$ cat config.mk
export PLATFORM = sky130hd
export DESIGN_NAME = obstacle_scheduler
export DESIGN_NICKNAME = d
export VERILOG_FILES = /design/src/rtl/game_pkg.sv /design/src/rtl/sec_tick.sv /design/src/rtl/obstacle_scheduler.sv
export SDC_FILE = /design/constraint.sdc
export NUM_CORES = 1
export LEC_CHECK = 0
export BUFFER_PORTS_ARGS = -buffer_cell sky130_fd_sc_hd__buf_2
export CORE_ASPECT_RATIO = 0.7
export CORE_UTILIZATION = 45
export DETAILED_ROUTE_END_ITERATION = 8
export GPL_TIMING_DRIVEN = 1
export SETUP_SLACK_MARGIN = 0.1
export SLEW_MARGIN = 20
export SYNTH_ARGS = -nofsm -noshare
export SYNTH_HDL_FRONTEND = slang
export SYNTH_SLANG_ARGS = --single-unit
$ cat constraint.sdc
create_clock -name Clk -period 2.48 [get_ports Clk]
set_input_delay 0.496 -clock Clk [delete_from_list [all_inputs] [get_ports Clk]]
set_output_delay 0.496 -clock Clk [all_outputs]
set_load 0.01 [all_outputs]
$ cat src/rtl/game_pkg.sv
// Shared types and constants for the game controllers.
package game_pkg;

  typedef enum logic [2:0] {
    IDLE  = 3'd0,
    LEAD  = 3'd1,
    SPAWN = 3'd2,
    DRAIN = 3'd3,
    CLEAR = 3'd4
  } sched_state_t;

  localparam int CLK_HZ_DEFAULT = 50_000_000;

  // Keyboard code that game-top decodes into a level start request.
  localparam logic [7:0] KEY_ENTER = 8'd40;

endpackage

$ cat src/rtl/sec_tick.sv
// One-second prescaler. tick marks the last cycle of each second and is
// withheld while paused; clr restarts the second from zero.
module sec_tick
  import game_pkg::*;
#(
  parameter int CLK_HZ = CLK_HZ_DEFAULT
) (
  input  logic Clk,
  input  logic Reset,
  input  logic clr,
  input  logic pause,
  output logic tick
);

  localparam int PW = (CLK_HZ > 1) ? $clog2(CLK_HZ) : 1;
  localparam logic [PW-1:0] LAST = PW'(CLK_HZ - 1);

  logic [PW-1:0] prescale;

  // Prescaler counts 0..CLK_HZ-1 and freezes while paused; clr wins over pause.
  always_ff @(posedge Clk or negedge Reset) begin
    if (!Reset) begin
      prescale <= '0;
    end else if (clr) begin
      prescale <= '0;
    end else if (!pause) begin
      prescale <= (prescale == LAST) ? '0 : prescale + 1'b1;
    end
  end

  assign tick = (prescale == LAST) && !pause;

endmodule

$ cat src/rtl/obstacle_scheduler.sv
// Level sequencer for the obstacle datapath: releases slots on a seconds
// schedule, restarts the level on collision, and clears once the last
// obstacle has left the screen.
//
// state | meaning
// IDLE  | waiting for start, no slots active
// LEAD  | lead-in time before slot 0 is released
// SPAWN | releasing one further slot every SPAWN_SECS
// DRAIN | all slots released, waiting for the last one to finish
// CLEAR | level cleared, shown for CLEAR_SECS before returning to IDLE
module obstacle_scheduler
  import game_pkg::*;
#(
  parameter int NUM_SLOTS  = 10,
  parameter int CLK_HZ     = CLK_HZ_DEFAULT,
  parameter int LEAD_SECS  = 1,
  parameter int SPAWN_SECS = 2,
  parameter int CLEAR_SECS = 3
) (
  input  logic                 Clk,
  input  logic                 Reset,
  input  logic                 start,
  input  logic                 pause,
  input  logic                 collision,
  input  logic [NUM_SLOTS-1:0] slot_done,
  output logic [NUM_SLOTS-1:0] slot_en,
  output logic [9:0]           seconds,
  output logic                 tick,
  output logic                 restart,
  output logic                 level_clear,
  output logic                 busy,
  output logic [7:0]           hits
);

  localparam int RW = $clog2(NUM_SLOTS + 1);
  localparam logic [RW-1:0]        REL_ALL  = RW'(NUM_SLOTS);
  localparam logic [NUM_SLOTS-1:0] LAST_BIT = NUM_SLOTS'(1) << (NUM_SLOTS - 1);
  localparam logic [NUM_SLOTS-1:0] FIRST    = NUM_SLOTS'(1);

  sched_state_t  state;
  logic [7:0]    phase_sec;
  logic [RW-1:0] released;
  logic [RW-1:0] rel_next;
  logic          hit_accept;
  logic          last_done;
  logic          sec_clr;

  // Collisions only count while obstacles are in play.
  assign hit_accept = collision && (state == LEAD || state == SPAWN || state == DRAIN);
  // Only a released last slot may end the level.
  assign last_done  = |(slot_done & slot_en & LAST_BIT);
  // Holding the prescaler clear in IDLE makes every level start on a fresh second.
  assign sec_clr    = (state == IDLE) || hit_accept;
  assign rel_next   = released + 1'b1;

  sec_tick #(.CLK_HZ(CLK_HZ)) u_sec_tick (
    .Clk   (Clk),
    .Reset (Reset),
    .clr   (sec_clr),
    .pause (pause),
    .tick  (tick)
  );

  // Level FSM with its counters and the thermometer slot enable.
  always_ff @(posedge Clk or negedge Reset) begin
    if (!Reset) begin
      state     <= IDLE;
      phase_sec <= '0;
      released  <= '0;
      slot_en   <= '0;
      seconds   <= '0;
      restart   <= 1'b0;
      hits      <= '0;
    end else begin
      restart <= 1'b0;
      if (hit_accept) begin
        state     <= LEAD;
        phase_sec <= '0;
        released  <= '0;
        slot_en   <= '0;
        seconds   <= '0;
        restart   <= 1'b1;
        if (hits != 8'hFF) hits <= hits + 1'b1;
      end else begin
        if (state != IDLE && tick) begin
          seconds   <= seconds + 1'b1;
          phase_sec <= phase_sec + 1'b1;
        end
        case (state)
          IDLE: begin
            if (start) begin
              state     <= LEAD;
              phase_sec <= '0;
              released  <= '0;
              slot_en   <= '0;
              seconds   <= '0;
            end
          end
          LEAD: begin
            if (tick && phase_sec == 8'(LEAD_SECS - 1)) begin
              state     <= (NUM_SLOTS == 1) ? DRAIN : SPAWN;
              slot_en   <= FIRST;
              released  <= RW'(1);
              phase_sec <= '0;
            end
          end
          SPAWN: begin
            if (tick && phase_sec == 8'(SPAWN_SECS - 1)) begin
              slot_en   <= (slot_en << 1) | FIRST;
              released  <= rel_next;
              phase_sec <= '0;
              if (rel_next == REL_ALL) state <= DRAIN;
            end
          end
          DRAIN: begin
            if (last_done) begin
              state     <= CLEAR;
              slot_en   <= '0;
              phase_sec <= '0;
            end
          end
          CLEAR: begin
            if (tick && phase_sec == 8'(CLEAR_SECS - 1)) begin
              state     <= IDLE;
              phase_sec <= '0;
            end
          end
          default: state <= IDLE;
        endcase
      end
    end
  end

  assign busy        = (state != IDLE);
  assign level_clear = (state == CLEAR);

endmodule
==> results.yml <==
yosys:
  yosys.cell_types.count: 50
  ys_top_cells_by_area: "dfrtp_1, xor2_1, nand2_1"
  total_of_warnings_raised_by_yosys: 0
  post_synthesis_net_count: 432
  netlist_area_mm2: 0.00380
  synth.top_cell.area_share_pct: 46.1
  avgSynthCellArea_um2: 9.32
  asyncSetResetFlopFracSynth_pct: 100
  synth-edff-count: 0
  synthDominantAreaCellType: "dfrtp_1"
  synth_top_flop_cell: "dfrtp_1"
  post_synthesis_instance_total: 408
  ys_ff_latch: 70
  ys_seq_area_share_pct: 46.1
run_status:
  failed_checks: "DRC"
  outcome: "complete, but fails checks"
timing:
  final_total_negative_setup_slack_ns: 0
  worst_path_setup_slack_after_routing_ns: 0.161
  setup-violations-final: 0
  timing.fmax_mhz: 431
  report.final.slew_viol_count: 0
  unrepaired_setup_endpoints_after_global_routing: "no"
  finClkSkew_ns: 0.00962
  finalHoldViolCount: 0
  post-route-period-util_pct: 93.5
  worst_relative_slew_slack_pct: 58.9
  final_period_minus_worst_setup_slack_ns: 2.32
  tightest_slew_ns: 0.611
detailed_routing:
  drt_iter0_drc: 200
  drtPass1Iterations: 6
  detailed_route_vias_per_instance: 5.52
  detailed_route_wl_um: 8830
  final_antenna_net_count: 0
  route.detailed.wl_per_inst_um: 15.3
  drc: 3
  routed-via-count: 3192
power_and_ir_drop:
  combPwrFrac_pct: 9.0
  power_frac_clock_pct: 49.8
  p_int_w: 0.00237
  power.switching_fraction_pct: 23.3
  power.density_cell_area_mw_per_mm2: 658
  p_sw_w: 0.000720
  seq_power_share_pct: 41.2
  power.ir.vdd_worst_mv: 0.538
  total_leakage_power_nw: 2.10
grt:
  grt_pass1_wl_um: 15000
  grt.overflow.total: 0
  antenna_found_initial: 0
  grt_max_degree: 71
  vias_in_the_first_global_route: 3017
  grt_usage_pct: 22.0
layout:
  layout_commonest_cell: "dfrtp_1"
  final_net_count: 496
  num_antenna_cells: 0
  layout.cell_area.non_filler_mm2: 0.00469
  area_delta_synth_final_pct: 23.3
  final_core_util_pct: 58.3
  fillCellCount: 730
  layout_common_cells: "dfrtp_1, nand2_1, nor2_1"
  drive_gt1_share_pct: 21.8
clock_tree:
  path_clk_slew_ns: 0.06
  holdBufCountCts: 0
  clock_sinks: 70
  ctsHtreeMaxLevel: 3
  cts_inserted_buffers: 9
  clock_latency_late_sink_ns: 0.34
  cts_buffer_depth: 2
  cts_tree: "yes"
  ctsRootBufferMaster: "clkbuf_16"
placement:
  gp_routability_congestion: 0.832
  preCtsSetupSlack_ns: 0.131
  place_hpwl_um: 6130
  placement.io_buffers: 37
  postPlaceCellArea_mm2: 0.00427
run:
  maxCapViolations: 0
critical_path:
  setup.worst_path.class: "reg2out"
  critPathMaxFanout: 7
  arrival_ns: 1.82
  critical_path.endpoint_type: "output port"
  timing.critical_path.required_ns: 1.98
  worst_setup_path_start_kind: "register"
floorplanning:
  io_pins: 47
  core.rowCount: 27
  chipHeight_um: 78.9
  die_area_mm2: 0.00883
  design.core.area_mm2: 0.00804
  initial_core_util_pct: 47.3
  floorplan.die.width_um: 112
min_path:
  hold_path_class: "in2async"
==> worst paths after layout <==
| check | endpoint | cells after the start | slack [ns] | startpoint |
|---|---|---|---|---|
| max | tick | 5 | 0.16 | u_sec_tick.prescale[7]$_DFFE_PN0P_ |
| min | seconds[9]$_DFF_PN0_ | 2 | 0.16 | Reset |
| max reg2reg | phase_sec[5]$_DFF_PN0_ | 10 | 0.24 | u_sec_tick.prescale[0]$_DFFE_PN0P_ |
| min reg2reg | u_sec_tick.prescale[23]$_DFFE_PN0P_ | 1 | 0.49 | u_sec_tick.prescale[23]$_DFFE_PN0P_ |
| max in group asynchronous | hits[5]$_DFFE_PN0P_ | 2 | 1.98 | Reset |
| min in group Clk | u_sec_tick.prescale[23]$_DFFE_PN0P_ | 1 | 0.49 | u_sec_tick.prescale[23]$_DFFE_PN0P_ |
==> critical path, stage by stage, from the launching register on <==
cell and delay [ns]:
dfrtp_1 0.46, nor4b_1 0.35, nand4_1 0.17, buf_4 0.20
nor3_2 0.15, buf_2 0.15
==> what timing repair did <==
action,CTS,global route
resized for setup,1,6
endpoints found under the setup margin,4,9
buffers inserted,2,3
pin swaps,0,3
==> cell type report <==
type | instances | area [um^2] | area share, %
clock buffers | 11 | 253 | 5.39
repair buffers | 71 | 469 | 10.0
multi-input cells | 311 | 1950 | 41.6
well taps | 101 | 126 | 2.69
inverters | 9 | 33.8 | 0.720
flip-flops and latches | 70 | 1750 | 37.4
clock inverters | 5 | 104 | 2.21
==> layer usage <==
layer / part of all wire (%) / routed length (um) / GRT usage (%) / vias up
li1: - / - / - / 1583
met1: 53 / 4640 / 31.9 / 1543
met2: 42 / 3720 / 31.2 / 62
met3: 4.5 / 401 / 5.19 / 4
met4: 0.80 / 71 / 9.86 / 0
met5: 0 / 0 / 0 / -
==> Yosys cell counts, types with 3 or more instances <==
master	count
nand2_1	48
o21ai_0	19
nor2b_1	4
or3_1	3
a22o_1	3
a21oi_1	11
o22ai_1	3
o21ai_1	6
o32ai_1	4
ha_1	9
nand3_1	18
inv_1	9
nor4bb_1	3
and2_1	5
mux2i_1	3
nand4_1	17
a31oi_1	6
nor4_1	5
and3_1	10
and4_1	3
xnor2_1	13
nor3_1	11
buf_2	6
or2_2	3
nand2b_1	6
a41oi_1	3
clkbuf_1	10
xor2_1	22
nor2_1	46
dfrtp_1	70
==> power groups by stage <==
stage,combinational [W],sequential [W],clock [W]
2_1_floorplan,0.000124,0.00131,0
3_3_place_gp,0.000269,0.00129,0
3_5_place_dp,0.000274,0.00129,0
4_1_cts,0.000281,0.00127,0.00156
5_1_grt,0.000313,0.00128,0.00161
6_report,0.000278,0.00127,0.00154
==> registers in the layout, summed over array words and instances (netlist names) <==
| name | flops |
|---|---|
| u_sec_tick.prescale | 26 |
| seconds | 10 |
| slot_en | 10 |
| hits | 8 |
| phase_sec | 8 |
| released | 4 |
| state | 3 |
| restart | 1 |
==> kinds of logic after synthesis <==
logic type	Yosys count	share of synthesized area [%]
compound gates	67	11.2
xor+xnor	35	8.06
fa+ha+maj	9	2.96
buf+inv	27	3.26
flops	70	46.1
mux	6	1.97
simple gates	194	26.5
==> through the flow <==
| step | hold slack [ns] | std cells | total power, W |
|---|---|---|---|
| final | 0.156 | 578 | 0.00309 |
| after global routing | 0.221 | 578 | 0.00320 |
| after CTS | 0.192 | 575 | 0.00312 |
| after detailed placement | 0.471 | 557 | 0.00157 |
| after global placement | 0.465 | 557 | 0.00155 |
| after floorplan | 0.200 | 408 | 0.00143 |
Note: power is estimated with default switching activity, not from simulation.
